File: src/rtl/opsg_i2s_tx.sv
// Philips I2S transmitter for the opsg mixer: removes the mid-scale offset and serialises
// left/right words with locally generated bclk/lrclk; sample_tick marks each latch.
module opsg_i2s_tx #(
  parameter int unsigned              BCLK_DIV     = 2,
  parameter int unsigned              SLOT_WIDTH   = 16,
  parameter int unsigned              SAMPLE_WIDTH = 16,
  parameter logic [SAMPLE_WIDTH-1:0]  OFFSET       = SAMPLE_WIDTH'(16'h2000)
) (
  input  logic                    clk,
  input  logic                    n_rst,
  input  logic                    en,
  input  logic [SAMPLE_WIDTH-1:0] audio_left,
  input  logic [SAMPLE_WIDTH-1:0] audio_right,
  output logic                    bclk,
  output logic                    lrclk,
  output logic                    sdata,
  output logic                    sample_tick
);

  localparam int unsigned FrameBits = 2 * SLOT_WIDTH;
  localparam int unsigned CntW      = (FrameBits > 1) ? $clog2(FrameBits) : 1;
  localparam int unsigned DivW      = (BCLK_DIV > 1) ? $clog2(BCLK_DIV) : 1;

  localparam logic [DivW-1:0] DivMax = DivW'(BCLK_DIV - 1);
  localparam logic [CntW-1:0] BitMax = CntW'(FrameBits - 1);
  localparam logic [CntW-1:0] SlotW  = CntW'(SLOT_WIDTH);

  logic [DivW-1:0]         div_cnt_q, div_cnt_d;
  logic [CntW-1:0]         bit_cnt_q, bit_cnt_d;
  logic                    bclk_q, bclk_d;
  logic                    lrclk_q, lrclk_d;
  logic                    sdata_q, sdata_d;
  logic                    tick_q, tick_d;
  logic [SAMPLE_WIDTH-1:0] pcm_l_q, pcm_l_d;
  logic [SAMPLE_WIDTH-1:0] pcm_r_q, pcm_r_d;

  logic                    div_wrap;
  logic                    fall_evt;
  logic [CntW-1:0]         b_next;
  logic [CntW-1:0]         k_idx;

  // Bit `pos` of a left-justified slot; positions past the sample width are padding zeros.
  function automatic logic slot_bit(input logic [SAMPLE_WIDTH-1:0] word,
                                    input logic [CntW-1:0]         pos);
    logic [SAMPLE_WIDTH-1:0] shifted;
    shifted = word << pos;
    return shifted[SAMPLE_WIDTH-1];
  endfunction

  assign div_wrap = (div_cnt_q == DivMax);
  assign fall_evt = en && div_wrap && bclk_q;
  assign b_next   = (bit_cnt_q == BitMax) ? '0 : bit_cnt_q + CntW'(1);
  // One-bclk I2S delay: the bit on the wire lags the slot counter by one position.
  assign k_idx    = (b_next == '0) ? BitMax : b_next - CntW'(1);

  always_comb begin
    div_cnt_d = div_cnt_q;
    bit_cnt_d = bit_cnt_q;
    bclk_d    = bclk_q;
    lrclk_d   = lrclk_q;
    sdata_d   = sdata_q;
    tick_d    = 1'b0;
    pcm_l_d   = pcm_l_q;
    pcm_r_d   = pcm_r_q;

    if (!en) begin
      div_cnt_d = '0;
      bit_cnt_d = '0;
      bclk_d    = 1'b0;
      lrclk_d   = 1'b0;
      sdata_d   = 1'b0;
    end else begin
      div_cnt_d = div_wrap ? '0 : div_cnt_q + DivW'(1);
      if (div_wrap) begin
        bclk_d = ~bclk_q;
      end
      if (fall_evt) begin
        bit_cnt_d = b_next;
        lrclk_d   = (b_next >= SlotW);
        if (b_next == CntW'(1)) begin
          pcm_l_d = audio_left - OFFSET;
          pcm_r_d = audio_right - OFFSET;
          tick_d  = 1'b1;
        end
        // Uses the freshly latched words so the new left MSB leaves on the latch edge.
        if (k_idx < SlotW) begin
          sdata_d = slot_bit(pcm_l_d, k_idx);
        end else begin
          sdata_d = slot_bit(pcm_r_d, k_idx - SlotW);
        end
      end
    end
  end

  always_ff @(posedge clk or negedge n_rst) begin
    if (!n_rst) begin
      div_cnt_q <= '0;
      bit_cnt_q <= '0;
      bclk_q    <= 1'b0;
      lrclk_q   <= 1'b0;
      sdata_q   <= 1'b0;
      tick_q    <= 1'b0;
      pcm_l_q   <= '0;
      pcm_r_q   <= '0;
    end else begin
      div_cnt_q <= div_cnt_d;
      bit_cnt_q <= bit_cnt_d;
      bclk_q    <= bclk_d;
      lrclk_q   <= lrclk_d;
      sdata_q   <= sdata_d;
      tick_q    <= tick_d;
      pcm_l_q   <= pcm_l_d;
      pcm_r_q   <= pcm_r_d;
    end
  end

  assign bclk        = bclk_q;
  assign lrclk       = lrclk_q;
  assign sdata       = sdata_q;
  assign sample_tick = tick_q;

endmodule

File: config.mk
export PLATFORM = sky130hd
export DESIGN_NAME = opsg_i2s_tx
export DESIGN_NICKNAME = d
export VERILOG_FILES = /design/src/rtl/opsg_i2s_tx.sv
export SDC_FILE = /design/constraint.sdc
export NUM_CORES = 1
export LEC_CHECK = 0
export CAP_MARGIN = 20
export CORE_ASPECT_RATIO = 0.5
export CORE_MARGIN = 2
export CORE_UTILIZATION = 58
export DETAILED_ROUTE_END_ITERATION = 6
export HOLD_SLACK_MARGIN = 0.08
export PLACE_DENSITY = 0.82
export SYNTH_ARGS = -nofsm -noshare
export SYNTH_HDL_FRONTEND = slang
export SYNTH_SLANG_ARGS = --single-unit
File: constraint.sdc
create_clock -name clk -period 8.8 [get_ports clk]
set_clock_uncertainty 0.1 [all_clocks]
set_input_delay 0.88 -clock clk [delete_from_list [all_inputs] [get_ports clk]]
set_output_delay 0.88 -clock clk [all_outputs]
set_load 0.02 [all_outputs]
# Word level (Yosys, flattened, before mapping)

Index checks and enable logic that the tools add are counted.

Input port bits: 35
Output and inout bits: 4
Logic and storage cells: 49
Flip-flop bits (word level): 42

Eq/ne operators: 4
Multiplexer cells: 22
Reductions and logical operators: 4
$lt $le $gt $ge: 2
Shifts and indexed selects: 2
Add/subtract/negate cells: 6
Bitwise gates (word level): 1

Operator list:

| operator                                                                 | count |
|---|---|
| 16-bit two-way mux                                                       | 6 |
| 16-bit by 5-bit << shifter with 16-bit output                            | 2 |
| 16-bit by 14-bit subtractor with 16-bit output (second input constant)   | 2 |
| 5-bit two-way mux                                                        | 4 |
| 1-bit two-way mux                                                        | 12 |
| 5-bit by 1-bit adder with 5-bit output (second input constant)           | 1 |
| 5-bit by 1-bit equality test with 1-bit output (second input constant)   | 1 |
| 5-bit equality test (second input constant)                              | 1 |
| 5-bit >= comparator (second input constant)                              | 1 |
| 5-bit zero test                                                          | 1 |
| 5-bit < comparator (second input constant)                               | 1 |
| 5-bit by 1-bit subtractor with 5-bit output (second input constant)      | 1 |
| 5-bit subtractor (second input constant)                                 | 1 |
| 2-bit by 1-bit inequality test with 1-bit output (second input constant) | 2 |
| 1-bit logical AND                                                        | 2 |
| 2-bit AND reduction                                                      | 1 |
| 1-bit adder (second input constant)                                      | 1 |
| 1-bit inverter                                                           | 1 |

# Logic depth before layout (Yosys ltp)

Word-level depth: 10
Depth in mapped cells: 15
Mapped depth without buffers: 11

# Least setup slack after synthesis

Ideal clock, no wire load.

Path type: register to register
Start point: reg bit_cnt_q[1]
End point: reg sdata_q, in the netlist sdata
Cell stages (with the launch flop): 13
Path buffers: 3
Setup slack: 5688 ps
Data arrival time: 2884 ps
Path through: dfrtp_1 -> ha_1 -> buf_2 -> and3_1 -> ha_1 -> or2_1 -> clkbuf_1 -> clkbuf_1 -> mux4_2 -> mux2_1 -> a211o_1 -> a211oi_1 -> nor4b_2

Cells in the longest elaborated chain, start to end: 10
Elaborated cells on any way between the ends: 20
Those cells by class: add/sub: 3; order compare: 1; eq/ne: 2; shift: 2; mux: 11; reduce/logical: 1

Ends and longest elaborated chain:

| element                                                                                             | line | source |
|---|---|---|
| start: declaration                                                                                  | 29   | `logic [CntW-1:0] bit_cnt_q, bit_cnt_d;` |
| start signal: assignment                                                                            | 107  | `bit_cnt_q <= bit_cnt_d;` |
| 5-bit by 1-bit adder with 5-bit output / 5-bit equality test (equally long branches)                | 52   | `assign b_next = (bit_cnt_q == BitMax) ? '0 : bit_cnt_q + CntW'(1);` |
| 5-bit two-way mux (*)                                                                               | 52   |  |
| parallel branches: the longest is 5 deep, another holds 5-bit by 1-bit subtractor with 5-bit output | n/a  |  |
| 1-bit two-way mux (*)                                                                               | 86   | `if (k_idx < SlotW) begin` |
| 1-bit two-way mux (*)                                                                               | 77   | `if (fall_evt) begin` |
| 1-bit two-way mux (*)                                                                               | 66   | `if (!en) begin` |
| end signal: assignment                                                                              | 110  | `sdata_q <= sdata_d;` |
| end: declaration                                                                                    | 32   | `logic sdata_q, sdata_d;` |

Mark *: on every way between the ends. The select of a mux whose other input is x is not followed.
A chain may end at the register's enable or synchronous reset.

# Worst setup path in the final report

Start point: reg bit_cnt_q[0]
End point: reg sdata_q, in the netlist sdata

The elaborated chain is that of the path after synthesis.

==> impl_metrics.csv <==
group,metric,value,unit
outcome,status,"finished, final reports clean",
clock_network,clk_latency,0.30,ns
floorplan,placementRows,16,
cells_and_area,area_delta_synth_final,19.51,%
logic_synthesis,synth_top_area_share,40.39,%
timing,drv_slew,0,
drt,wire_per_inst,15.99,um
clock_network,clock_path_buffers,2,
timing,grt_setup_unrepaired,"false",
cells_and_area,fin_nets,375,
power,power_density,186.6,nW/um^2
power,p_total,0.0005665,W
global_route,grt_pass1_vias,2280,
global_route,track_usage,27.04,%
timing,final.setup.worst_slack,4.741,ns
drt,met3WireLength,392,um
cells_and_area,antenna_cells,0,
placement,dp_slack,4.826,ns
floorplan,ios,39,
drt,ant_nets,0,
logic_synthesis,synth_area,2540,sq um
cells_and_area,final_cell_mix,"115 x nand2_1, 41 x dfrtp_1, 37 x clkdlybuf4s50_1",
logic_synthesis,synth.distinct_cells,48,
logic_synthesis,async_flop_share,100.0,%
timing,setup-tns-final,0,ns
clock_network,postCtsHoldBufs,0,
power,p_leak,1.431,nW
clock_network,cts-root-buf,"clkbuf_8",
worst_setup_path,crit_type,"reg2reg",
flow_run,max-cap-violations,0,
clock_network,htree_num_levels,2,
logic_synthesis,syn_inst,306,
floorplan,initial_utilization,62.81,%
worst_setup_path,r2r_start,"bit_cnt_q[0]",
global_route,antenna_found_initial,0,
drt,wl,6220,um
drt,viasPerCell,5.933,
logic_synthesis,syn_area_per_cell,8.300,sq um
logic_synthesis,ys_ff_latch,41,
clock_network,numCtsBuffers,5,
logic_synthesis,syn_nets,347,
drt,drt-met1-wl,2785,um
clock_network,cts_setup_buffers,0,
global_route,grt_pass1_wl,10470,um
cells_and_area,layout-drive-gt1-share,5.970,%
logic_synthesis,synth_area_leaders,"dfrtp_1 40%, nand2_1 17%, mux4_2 5.3%, mux2i_1 3.9%, ha_1 3.0%",
min_path,hold_class,"reg2reg",
global_route,grt_overflow_total,0,
placement,place.gp.congestion,0.9159,
logic_synthesis,synth_edf_count,0,
placement,port_buffers,38,
global_route,grt_max_degree,42,
clock_network,cts_sinks,41,
floorplan,dieArea,4957,sq um
floorplan,die_w,97.59,um
timing,fmax,246.4,MHz
drt,top_layer,"met4",
logic_synthesis,synth_warnings,0,
placement,dp_hpwl,4238,um
worst_setup_path,critPathArrivalTime,4.17,ns
drt,via_count,2308,
logic_synthesis,synth_ff_type,"dfrtp_1",
worst_setup_path,worstSetupStartpointType,"register",
clock_network,cts.repair.resized,0,
floorplan,die_height,50.80,um
worst_setup_path,r2r_cells,11,
drt,drt-initial-drc-count,242,
clock_network,path_clk_slew,0.08,ns
worst_setup_path,worst_setup_path_end_kind,"register",
logic_synthesis,yosysSeqAreaShare,40.39,%
timing,finalSetupViolCount,0,
logic_synthesis,synth_area_leader_cell,"dfrtp_1",
worst_setup_path,cp.required,8.91,ns
timing,post-route-period-util,46.12,%
floorplan,fp.coreArea,4044,sq um
worst_setup_path,r2r_end,"sdata",
timing,hold_viol,0,
timing,layout_min_cycle_time,4.059,ns
timing,worstMarginPinSlew,0.9532,ns
drt,met2WireLength,2946,um
worst_setup_path,crit_end,"sdata",
cells_and_area,final_util,75.06,%
drt,drc,0,
worst_setup_path,startpoint,"bit_cnt_q[0]",
worst_setup_path,crit_fanout,24,
drt,firstDrtPassIters,4,
clock_network,cts_tree,"built",
timing,relSlewSlack,36.46,%
worst_setup_path,r2r_slack,4.74,ns
power,vdd_drop_max,119.7,uV
cells_and_area,layout_commonest_cell,"nand2_1",
-- worst max-delay path, cell delays in order, from the launching register on --
cell,delay [ns]
dfrtp_1,0.60
ha_1,0.41
and3_1,0.21
ha_1,0.49
or2_1,0.78
nand2_1,0.15
nand3_1,0.13
mux2i_1,0.11
or4_4,0.55
o211ai_2,0.08
a21oi_1,0.10
nor4b_2,0.25
-- metrics by stage --
| step | hold slack (ns) | cell area, sq um | cells |
|---|---|---|---|
| final | 0.3861 | 3035 | 389 |
| after global routing | 0.4046 | 3035 | 389 |
| after CTS | 0.3853 | 3035 | 389 |
| after detailed placement | 0.3630 | 2915 | 381 |
| after global placement | 0.3562 | 2915 | 381 |
| after floorplan | 0.3403 | 2540 | 306 |
-- layer usage --
layer / GRT usage, % / up-vias
li1: - / 1100
met1: 35.41 / 1096
met2: 45.29 / 94
met3: 5.989 / 18
met4: 9.259 / 0
met5: 0 / -
-- cell usage after synthesis, types with 2 or more instances --
cell type	n
a211o_1	2
a211oi_1	2
a21boi_0	4
a21oi_1	5
and3_1	4
buf_1	2
buf_2	6
clkbuf_1	10
dfrtp_1	41
ha_1	6
inv_1	7
mux2i_1	10
mux4_2	6
nand2_1	115
nand2b_1	2
nand3_1	7
nor2_1	15
nor2b_1	5
nor3_1	6
nor4_1	2
o211ai_1	4
o21a_1	3
o21ai_0	12
o22a_1	3
xnor2_1	3
xor2_1	2
-- logic make-up (layout without fill, tap and decap cells) --
kind of cell | after synthesis | count (layout) | synth area share, %
and+or+nand+nor | 165 | 165 | 28.03
AOI/OAI and AO/OA | 45 | 45 | 12.46
DFF | 41 | 41 | 40.39
buffers and inverters | 26 | 55 | 4.138
muxes | 18 | 18 | 10.30
adders and majority gates | 6 | 6 | 2.956
xor gates and xnor gates | 5 | 5 | 1.724
-- flip-flops by register name, indices dropped and copies added, names as in the netlist --
register / cells
bclk: 1
div_cnt_q: 1
sdata: 1
pcm_r_q: 16
bit_cnt_q: 5
sample_tick: 1
pcm_l_q: 16
-- where the power goes --
part	switching [W]	internal, W
registers	0.0000315	0.000241
logic	0.0000667	0.0000647
clock network	0.0000698	0.0000923
-- how the worst min path moves through the flow --
stage,startpoint,endpoint,slack (ns),cells after the start
4_1_cts,pcm_l_q[7],pcm_l_q[7],0.39,2
5_1_grt,pcm_l_q[9],pcm_l_q[9],0.40,2
3_5_place_dp,pcm_l_q[7],pcm_l_q[7],0.36,2
3_3_place_gp,pcm_l_q[2],pcm_l_q[2],0.36,2
6_report,pcm_l_q[7],pcm_l_q[7],0.39,2
2_1_floorplan,pcm_l_q[0],pcm_l_q[0],0.34,2
-- layout make-up --
type / count / area, sq um
clock buffer: 6 / 82.58
clock inverter: 2 / 37.54
fill: 302 / 1008
inverter: 8 / 30.03
multi-input combinational: 239 / 1409
sequential: 41 / 1026
tap: 54 / 67.56
timing repair buffer: 39 / 382.9
No activity file was read; power rests on OpenSTA's default activity.
